## src/rtl/mips_pkg.sv

```systemverilog
// Shared MIPS datapath constants: load-type encodings and well-known register indices.
package mips_pkg;

  localparam int DATA_WIDTH = 32;

  localparam logic [4:0] REG_ZERO = 5'd0;
  localparam logic [4:0] REG_RA   = 5'd31;

  typedef enum logic [2:0] {
    LOAD_LW  = 3'b000,
    LOAD_LB  = 3'b001,
    LOAD_LBU = 3'b010,
    LOAD_LH  = 3'b011,
    LOAD_LHU = 3'b100
  } load_type_e;

endpackage

```

## src/rtl/load_align.sv

```systemverilog
// Big-endian load alignment: picks the addressed byte/halfword, extends it, and flags misalignment.
module load_align
  import mips_pkg::*;
(
  input  logic [DATA_WIDTH-1:0] word,
  input  logic [1:0]            addr,
  input  logic [2:0]            load_type,
  output logic [DATA_WIDTH-1:0] data,
  output logic                  misaligned
);

  logic [7:0]  byte_sel;
  logic [15:0] half_sel;

  always_comb begin
    case (addr)
      2'd0:    byte_sel = word[31:24];
      2'd1:    byte_sel = word[23:16];
      2'd2:    byte_sel = word[15:8];
      default: byte_sel = word[7:0];
    endcase
    half_sel = addr[1] ? word[15:0] : word[31:16];
  end

  // Reserved encodings fall into the default arm and behave as LW.
  always_comb begin
    data       = word;
    misaligned = (addr != 2'd0);
    case (load_type)
      LOAD_LB: begin
        data       = {{24{byte_sel[7]}}, byte_sel};
        misaligned = 1'b0;
      end
      LOAD_LBU: begin
        data       = {24'd0, byte_sel};
        misaligned = 1'b0;
      end
      LOAD_LH: begin
        data       = {{16{half_sel[15]}}, half_sel};
        misaligned = addr[0];
      end
      LOAD_LHU: begin
        data       = {16'd0, half_sel};
        misaligned = addr[0];
      end
      default: begin
        data       = word;
        misaligned = (addr != 2'd0);
      end
    endcase
  end

endmodule

```

## src/rtl/writeback_stage.sv

```systemverilog
// MEM/WB pipeline register plus writeback select, misaligned-load detection and retire counter.
// Define WB_BYPASS_EN to add combinational rs/rt forwarding ports for the ID stage.
module writeback_stage
  import mips_pkg::*;
#(
  parameter int DATA_WIDTH = 32,
  parameter logic [4:0] LINK_REG = 5'd31
) (
  input  logic                  clock,
  input  logic                  resetN,
  input  logic                  stall,
  input  logic                  flush,
  input  logic                  memValid,
  input  logic                  memRegWrite,
  input  logic [4:0]            memWriteRegister,
  input  logic [DATA_WIDTH-1:0] memAluResult,
  input  logic [DATA_WIDTH-1:0] memReadData,
  input  logic                  memToReg,
  input  logic [2:0]            memLoadType,
  input  logic                  memLink,
  input  logic [DATA_WIDTH-1:0] memPcPlus4,
`ifdef WB_BYPASS_EN
  input  logic [4:0]            rsAddr,
  input  logic [4:0]            rtAddr,
  output logic                  rsHit,
  output logic                  rtHit,
  output logic [DATA_WIDTH-1:0] rsData,
  output logic [DATA_WIDTH-1:0] rtData,
`endif
  output logic                  regWrite,
  output logic [4:0]            writeRegister,
  output logic [DATA_WIDTH-1:0] writeData,
  output logic                  wbValid,
  output logic                  alignError,
  output logic [31:0]           retireCount
);

  logic                  valid;
  logic                  reg_write;
  logic [4:0]            dest;
  logic [DATA_WIDTH-1:0] alu_result;
  logic [DATA_WIDTH-1:0] read_data;
  logic                  mem_to_reg;
  logic [2:0]            load_type;
  logic                  link;
  logic [DATA_WIDTH-1:0] pc_plus4;

  logic [DATA_WIDTH-1:0] load_data;
  logic                  misaligned;

  // Flush only kills valid; the payload fields simply hold.
  always_ff @(posedge clock) begin
    if (!resetN) begin
      valid      <= 1'b0;
      reg_write  <= 1'b0;
      dest       <= REG_ZERO;
      alu_result <= '0;
      read_data  <= '0;
      mem_to_reg <= 1'b0;
      load_type  <= LOAD_LW;
      link       <= 1'b0;
      pc_plus4   <= '0;
    end else if (flush) begin
      valid <= 1'b0;
    end else if (!stall) begin
      valid      <= memValid;
      reg_write  <= memRegWrite;
      dest       <= memWriteRegister;
      alu_result <= memAluResult;
      read_data  <= memReadData;
      mem_to_reg <= memToReg;
      load_type  <= memLoadType;
      link       <= memLink;
      pc_plus4   <= memPcPlus4;
    end
  end

  // An instruction retires as it leaves the stage, so a stalled one counts only once.
  always_ff @(posedge clock) begin
    if (!resetN) begin
      retireCount <= 32'd0;
    end else if (valid && !stall) begin
      retireCount <= retireCount + 32'd1;
    end
  end

  load_align u_load_align (
    .word       (read_data),
    .addr       (alu_result[1:0]),
    .load_type  (load_type),
    .data       (load_data),
    .misaligned (misaligned)
  );

  always_comb begin
    wbValid    = valid;
    alignError = valid & mem_to_reg & misaligned;
    if (link) begin
      writeData     = pc_plus4;
      writeRegister = LINK_REG;
    end else if (mem_to_reg) begin
      writeData     = load_data;
      writeRegister = dest;
    end else begin
      writeData     = alu_result;
      writeRegister = dest;
    end
    regWrite = valid & reg_write & ~alignError & (writeRegister != REG_ZERO);
  end

`ifdef WB_BYPASS_EN
  always_comb begin
    rsHit  = regWrite & (writeRegister == rsAddr);
    rtHit  = regWrite & (writeRegister == rtAddr);
    rsData = rsHit ? writeData : '0;
    rtData = rtHit ? writeData : '0;
  end
`endif

endmodule

```

## config.mk

```make
export PLATFORM = sky130hd
export DESIGN_NAME = writeback_stage
export DESIGN_NICKNAME = d
export VERILOG_FILES = /design/src/rtl/mips_pkg.sv /design/src/rtl/load_align.sv /design/src/rtl/writeback_stage.sv
export SDC_FILE = /design/constraint.sdc
export NUM_CORES = 1
export LEC_CHECK = 0
export CORE_MARGIN = 4
export CORE_UTILIZATION = 52
export CTS_CLUSTER_SIZE = 30
export DETAILED_ROUTE_END_ITERATION = 8
export PLACE_DENSITY = 0.85
export SYNTH_ARGS = -nofsm -noshare
export SYNTH_HDL_FRONTEND = slang
export SYNTH_SLANG_ARGS = --single-unit
```

## constraint.sdc

```tcl
create_clock -name clock -period 4.1 [get_ports clock]
set_clock_uncertainty 0.2 [all_clocks]
set_input_delay 1.23 -clock clock [delete_from_list [all_inputs] [get_ports clock]]
set_output_delay 1.23 -clock clock [all_outputs]
set_load 0.01 [all_outputs]
```

# Word level (Yosys, flattened, before mapping)
# Cells that the tools add are included.
# Widths: inputs -> output; s select.
# op_classes
bitwise_logic	9
mul	0
div_mod_pow	0
order_cmp	0
n_reduce_logical	9
eq_ne	6
n_shift	0
muxes	7
n_addsub	1
# op_table
op	n
$pmux 32 s4	1
$mux 32	2
$add 32x1->32 const B	1
$pmux 8 s3	1
$mux 16	1
$eq 3x2->1 const B	2
$reduce_or 2->1	3
$and 1x1->1	5
$mux 5	1
$reduce_bool 5->1	1
$not 1->1	4
$eq 3x1->1 const B	1
$eq 3x3->1 const B	1
$eq 2x1->1 const B	1
$eq 2x2->1 const B	1
$logic_not 2->1	1
$pmux 1 s2	1
$reduce_and 2->1	1
$reduce_bool 2->1	1
$logic_and 1x1->1	1
$logic_not 1->1	1
# word_totals
elab_cells	42
out_inout_bits	72
reg_bits	140
mem_bits_ro	0
ramBits	0
memories	0
latchBits	0

# Longest topological paths before layout
# depth
depth_word	7
depth_mapped	7
mapped_depth_nobuf	4

# Hierarchy
# From an unflattened synthesis, not the netlist that was laid out.
# unflattened
hier_cells	889
hier_area_um2	7014.2
# by_module_without_submodules
mod	area_per_inst_um2	n_inst	seq_area_each_um2	cells_per_inst
writeback_stage	5888.1	1	2802.7	762
load_align	1126.1	1	0.0	127

# Least setup slack after synthesis
# No wires, ideal clock.
# synth_path
kind	register to output
from	register load_type[1]
to	output port writeData[1]
required_ns	2.670
path_slack_ns	1.082
t_arrival_ns	1.588
path_stages_with_launch	7
path_buffers	2
path_cell_list	dfxtp_1 -> buf_2 -> or3b_1 -> a21oi_1 -> buf_2 -> a22oi_1 -> a31oi_1
# synth_via
elab_chain_cells	4
word_cells_on_any_way	7
cone_classes	eq/ne (4); mux (3)
# synth_rtl
element	line_no	source
start, declared	writeback_stage.sv:44	logic [2:0] load_type;
start signal, assigned	writeback_stage.sv:72	load_type <= memLoadType;
$eq 3x3->1 (tied with other cells)	load_align.sv:29	case (load_type)
$pmux 32 s4 (*)	load_align.sv:29	
$mux 32 (*)	writeback_stage.sv:101	end else if (mem_to_reg) begin
$mux 32 (*)	writeback_stage.sv:98	if (link) begin
end, declared	writeback_stage.sv:32	output logic [DATA_WIDTH-1:0] writeData,
# Every way passes the cells marked *; elsewhere a longest branch is shown, timed or not.

# Worst setup path after layout
# layout_path
from	register load_type[0]
to	output port writeData[22]
# Same word-level chain as after synthesis.

==> impl_metrics.prom <==
# TYPE chip_impl_metric gauge
chip_impl_info{name="run_status",value="complete, no violations"} 1
chip_impl_metric{name="drt_first_pass_iters",unit=""} 6
chip_impl_metric{name="initial_utilization",unit="%"} 53.2
chip_impl_metric{name="design.core.area",unit="mm^2"} 0.0126
chip_impl_metric{name="number_of_global_route_vias_before_repair",unit=""} 6586
chip_impl_metric{name="routabilityCongestion",unit=""} 1.01
chip_impl_info{name="ys_dominant_reg_cell",value="sky130_fd_sc_hd__dfxtp_1"} 1
chip_impl_info{name="crit_end",value="writeData[22]"} 1
chip_impl_metric{name="regArea",unit="mm^2"} 0.00281
chip_impl_metric{name="die_height",unit="um"} 122
chip_impl_metric{name="port_buffers",unit=""} 183
chip_impl_metric{name="synth_cells",unit=""} 881
chip_impl_metric{name="final-hold-violation-count",unit=""} 0
chip_impl_metric{name="drive_gt1_share",unit="%"} 8.97
chip_impl_metric{name="worst-endpoint-required",unit="ns"} 2.67
chip_impl_info{name="cts-root-buf",value="sky130_fd_sc_hd__clkbuf_16"} 1
chip_impl_metric{name="placement.cell_area",unit="mm^2"} 0.00867
chip_impl_metric{name="via_count",unit=""} 7144
chip_impl_metric{name="slew_headroom",unit="%"} 48.2
chip_impl_metric{name="multi_input_comb_area",unit="mm^2"} 0.00358
chip_impl_metric{name="finalWirelength",unit="um"} 21500
chip_impl_metric{name="worstRegToRegCells",unit=""} 4
chip_impl_info{name="r2r-end",value="retireCount[27]$_SDFFE_PN0P_"} 1
chip_impl_metric{name="design.portCount",unit=""} 184
chip_impl_metric{name="cts_made_buffers",unit=""} 17
chip_impl_info{name="worstReg2RegStart",value="retireCount[11]$_SDFFE_PN0P_"} 1
chip_impl_metric{name="maxCapViolations",unit=""} 0
chip_impl_metric{name="power",unit="mW"} 3.56
chip_impl_metric{name="overflow",unit=""} 0
chip_impl_metric{name="n_fill_cell",unit=""} 1011
chip_impl_metric{name="maxClockFrequency",unit="GHz"} 0.250
chip_impl_metric{name="grt_start_max_net_pins",unit=""} 92
chip_impl_metric{name="clk-insertion-delay-late",unit="ns"} 0.42
chip_impl_metric{name="globalRouteMet1Util",unit="%"} 37.0
chip_impl_metric{name="synth.avg_cell_area",unit="um^2"} 7.63
chip_impl_metric{name="fp.dieArea",unit="mm^2"} 0.0148
chip_impl_metric{name="r2r_setup_slack",unit="ns"} 1.59
chip_impl_metric{name="synth_cell_types",unit=""} 53
chip_impl_metric{name="post-route-cell-area",unit="mm^2"} 0.00933
chip_impl_metric{name="drt_first_iter_violations",unit=""} 891
chip_impl_metric{name="grt_util_all_layers",unit="%"} 28.8
chip_impl_metric{name="first_pass_grt_wire_length",unit="um"} 33800
chip_impl_metric{name="finalSetupViolCount",unit=""} 0
chip_impl_metric{name="rows",unit=""} 41
chip_impl_metric{name="postLayoutCoreUtil",unit="%"} 74.0
chip_impl_metric{name="routed_wire_length_per_instance",unit="um"} 17.6
chip_impl_metric{name="leakage",unit="nW"} 3.26
chip_impl_info{name="gr-max-usage-layer",value="met2"} 1
chip_impl_metric{name="synth-async-reset-ratio",unit="%"} 0
chip_impl_metric{name="cts.reportedPaths.clkPinSlew",unit="ns"} 0.06
chip_impl_info{name="tritoncts",value="yes"} 1
chip_impl_metric{name="worstPathMaxFanout",unit=""} 12
chip_impl_metric{name="worst_ir_drop_vdd",unit="mV"} 0.296
chip_impl_metric{name="timing_worst_slew_pin_value",unit="ns"} 0.775
chip_impl_metric{name="met3_track_utilization_from_global_routing",unit="%"} 6.82
chip_impl_metric{name="count_of_flip_flops_with_a_built_in_enable_after_synthesis",unit=""} 0
chip_impl_metric{name="ys_seq_elements",unit=""} 140
chip_impl_metric{name="antenna_cells_inserted",unit=""} 0
chip_impl_info{name="hold_class",value="reg -> reg"} 1
chip_impl_metric{name="syn2layout_area_growth",unit="%"} 38.9
chip_impl_metric{name="cts.htree.levels",unit=""} 4
chip_impl_metric{name="buffers_from_clock_root_to_sink_at_most",unit=""} 2
chip_impl_metric{name="routed_via_density",unit=""} 5.86
chip_impl_metric{name="synth.net_count",unit=""} 994
chip_impl_metric{name="synth_seq_area_share",unit="%"} 41.7
chip_impl_metric{name="worst_slack",unit="ns"} 0.100
chip_impl_metric{name="drc",unit=""} 0
chip_impl_metric{name="power_density",unit="mW/mm^2"} 382
chip_impl_metric{name="pre_cts_setup_slack",unit="ns"} 0.484
chip_impl_info{name="critical_path.startpoint_type",value="flip-flop"} 1
chip_impl_metric{name="yosys_warnings",unit=""} 0
chip_impl_metric{name="grtUsageMet2",unit="%"} 46.8
chip_impl_metric{name="final.period_utilization",unit="%"} 97.6
chip_impl_metric{name="netlist_area",unit="mm^2"} 0.00672
chip_impl_metric{name="place.detailed.hpwl",unit="um"} 15100
chip_impl_metric{name="worstPathArrival",unit="ns"} 2.57
chip_impl_metric{name="grt_antenna_before_repair",unit=""} 0
chip_impl_metric{name="layout_min_cycle_time",unit="ns"} 4.00
chip_impl_metric{name="nNetsFinal",unit=""} 1148
chip_impl_metric{name="dieWidth",unit="um"} 122
chip_impl_metric{name="drt.antenna.violating_nets",unit=""} 0
chip_impl_info{name="startpoint",value="load_type[0]$_SDFFE_PN0P_"} 1
chip_impl_metric{name="numClockSinks",unit=""} 140
chip_impl_info{name="crit_end_category",value="primary output"} 1
chip_impl_metric{name="final-max-slew-violation-count",unit=""} 0
chip_impl_info{name="worstSetupPathType",value="reg -> out"} 1
## critical path: stages, from the launching register on
cell and delay [ns]:
sky130_fd_sc_hd__dfxtp_1 0.41, sky130_fd_sc_hd__or3_1 0.41, sky130_fd_sc_hd__nand2_2 0.17, sky130_fd_sc_hd__buf_12 0.15, sky130_fd_sc_hd__a221oi_1 0.09, sky130_fd_sc_hd__o31ai_1 0.33, sky130_fd_sc_hd__clkdlybuf4s50_1 0.60
## routing by layer
metal  share of wire [%]  routed length (um)
met5                   0                   0
met1                  41                8710
met2                  48               10300
met3                 8.3                1780
met4                 3.2                 691
## cells in the mapped netlist (all sizes together) (6+ instances only)
cell type | count | area share (%)
nand2 | 249 | 14
a21oi | 150 | 11
dfxtp | 140 | 42
nor2 | 55 | 3.1
clkbuf | 50 | 3.3
o31ai | 32 | 3.6
buf | 23 | 1.8
nand3 | 20 | 1.5
a221oi | 16 | 2.1
or4 | 16 | 1.8
o21ai | 14 | 1.0
a31oi | 12 | 1.1
nand4 | 10 | 1.2
and4 | 9 | 1.2
a22oi | 8 | 0.89
mux4 | 8 | 2.7
xor2 | 8 | 1.0
inv | 6 | 0.34
mux2i | 6 | 0.95
or2 | 6 | 0.56
## how the worst min path moves through the flow
stage	start	to	slack [ns]	cells past startpoint
floorplan	dest[0]$_SDFFE_PN0P_	dest[0]$_SDFFE_PN0P_	0.23	2
global placement	dest[0]$_SDFFE_PN0P_	dest[0]$_SDFFE_PN0P_	0.24	2
detailed placement	alu_result[27]$_SDFFE_PN0P_	alu_result[27]$_SDFFE_PN0P_	0.25	2
CTS	alu_result[19]$_SDFFE_PN0P_	alu_result[19]$_SDFFE_PN0P_	0.25	2
global route	alu_result[19]$_SDFFE_PN0P_	alu_result[19]$_SDFFE_PN0P_	0.27	2
finish	alu_result[12]$_SDFFE_PN0P_	alu_result[12]$_SDFFE_PN0P_	0.25	2
## power breakdown
group	internal [mW]	switching, mW	leakage, nW	total, mW
sequential	1.41	0.0451	1.14	1.46
clock	1.05	0.580	0.308	1.63
combinational	0.244	0.228	1.81	0.472
total	2.71	0.853	3.26	3.56
## through the flow
stage	hold slack [ns]	std cells	TNS, ns
floorplan	0.231	881	0
global placement	0.238	1188	0
detailed placement	0.246	1188	0
CTS	0.255	1220	0
global route	0.270	1220	-0.0171
finish	0.253	1220	0
## cell families after synthesis
kind of cell    synth area share (%)
fa+ha+maj                      0.186
mux                             4.30
simple gates                    26.1
flops                           41.7
buf+inv                         5.44
compound gates                  20.9
xor+xnor                        1.30
## cells in the final DEF, fill, tap and decap left out, drive strengths merged, types with 14 or more instances in the layout
cell type,netlist,final
a221oi,16,16
buf,23,25
o21ai,14,14
nand3,20,20
nand2,249,249
o31ai,32,32
dfxtp,140,140
clkbuf,50,23
clkdlybuf4s50,0,183
nor2,55,55
or4,16,16
a21oi,150,150
## what timing repair did
action                                 in CTS  in global routing
buffers inserted                            0                  0
setup endpoints to repair                   0                 22
hold buffers                                0                  0
resized for setup                           0                  9
endpoints found under the hold margin       0                  0
## final cells by class
| class | count | area share, % |
|---|---|---|
| multi-input combinational | 661 | 38.4 |
| sequential | 140 | 30.1 |
| timing repair buffer | 208 | 22.0 |
| clock buffer | 23 | 5.44 |
| tap | 172 | 2.31 |
| clock inverter | 9 | 1.41 |
| inverter | 7 | 0.308 |
Note: power is estimated with default switching activity, not from simulation.
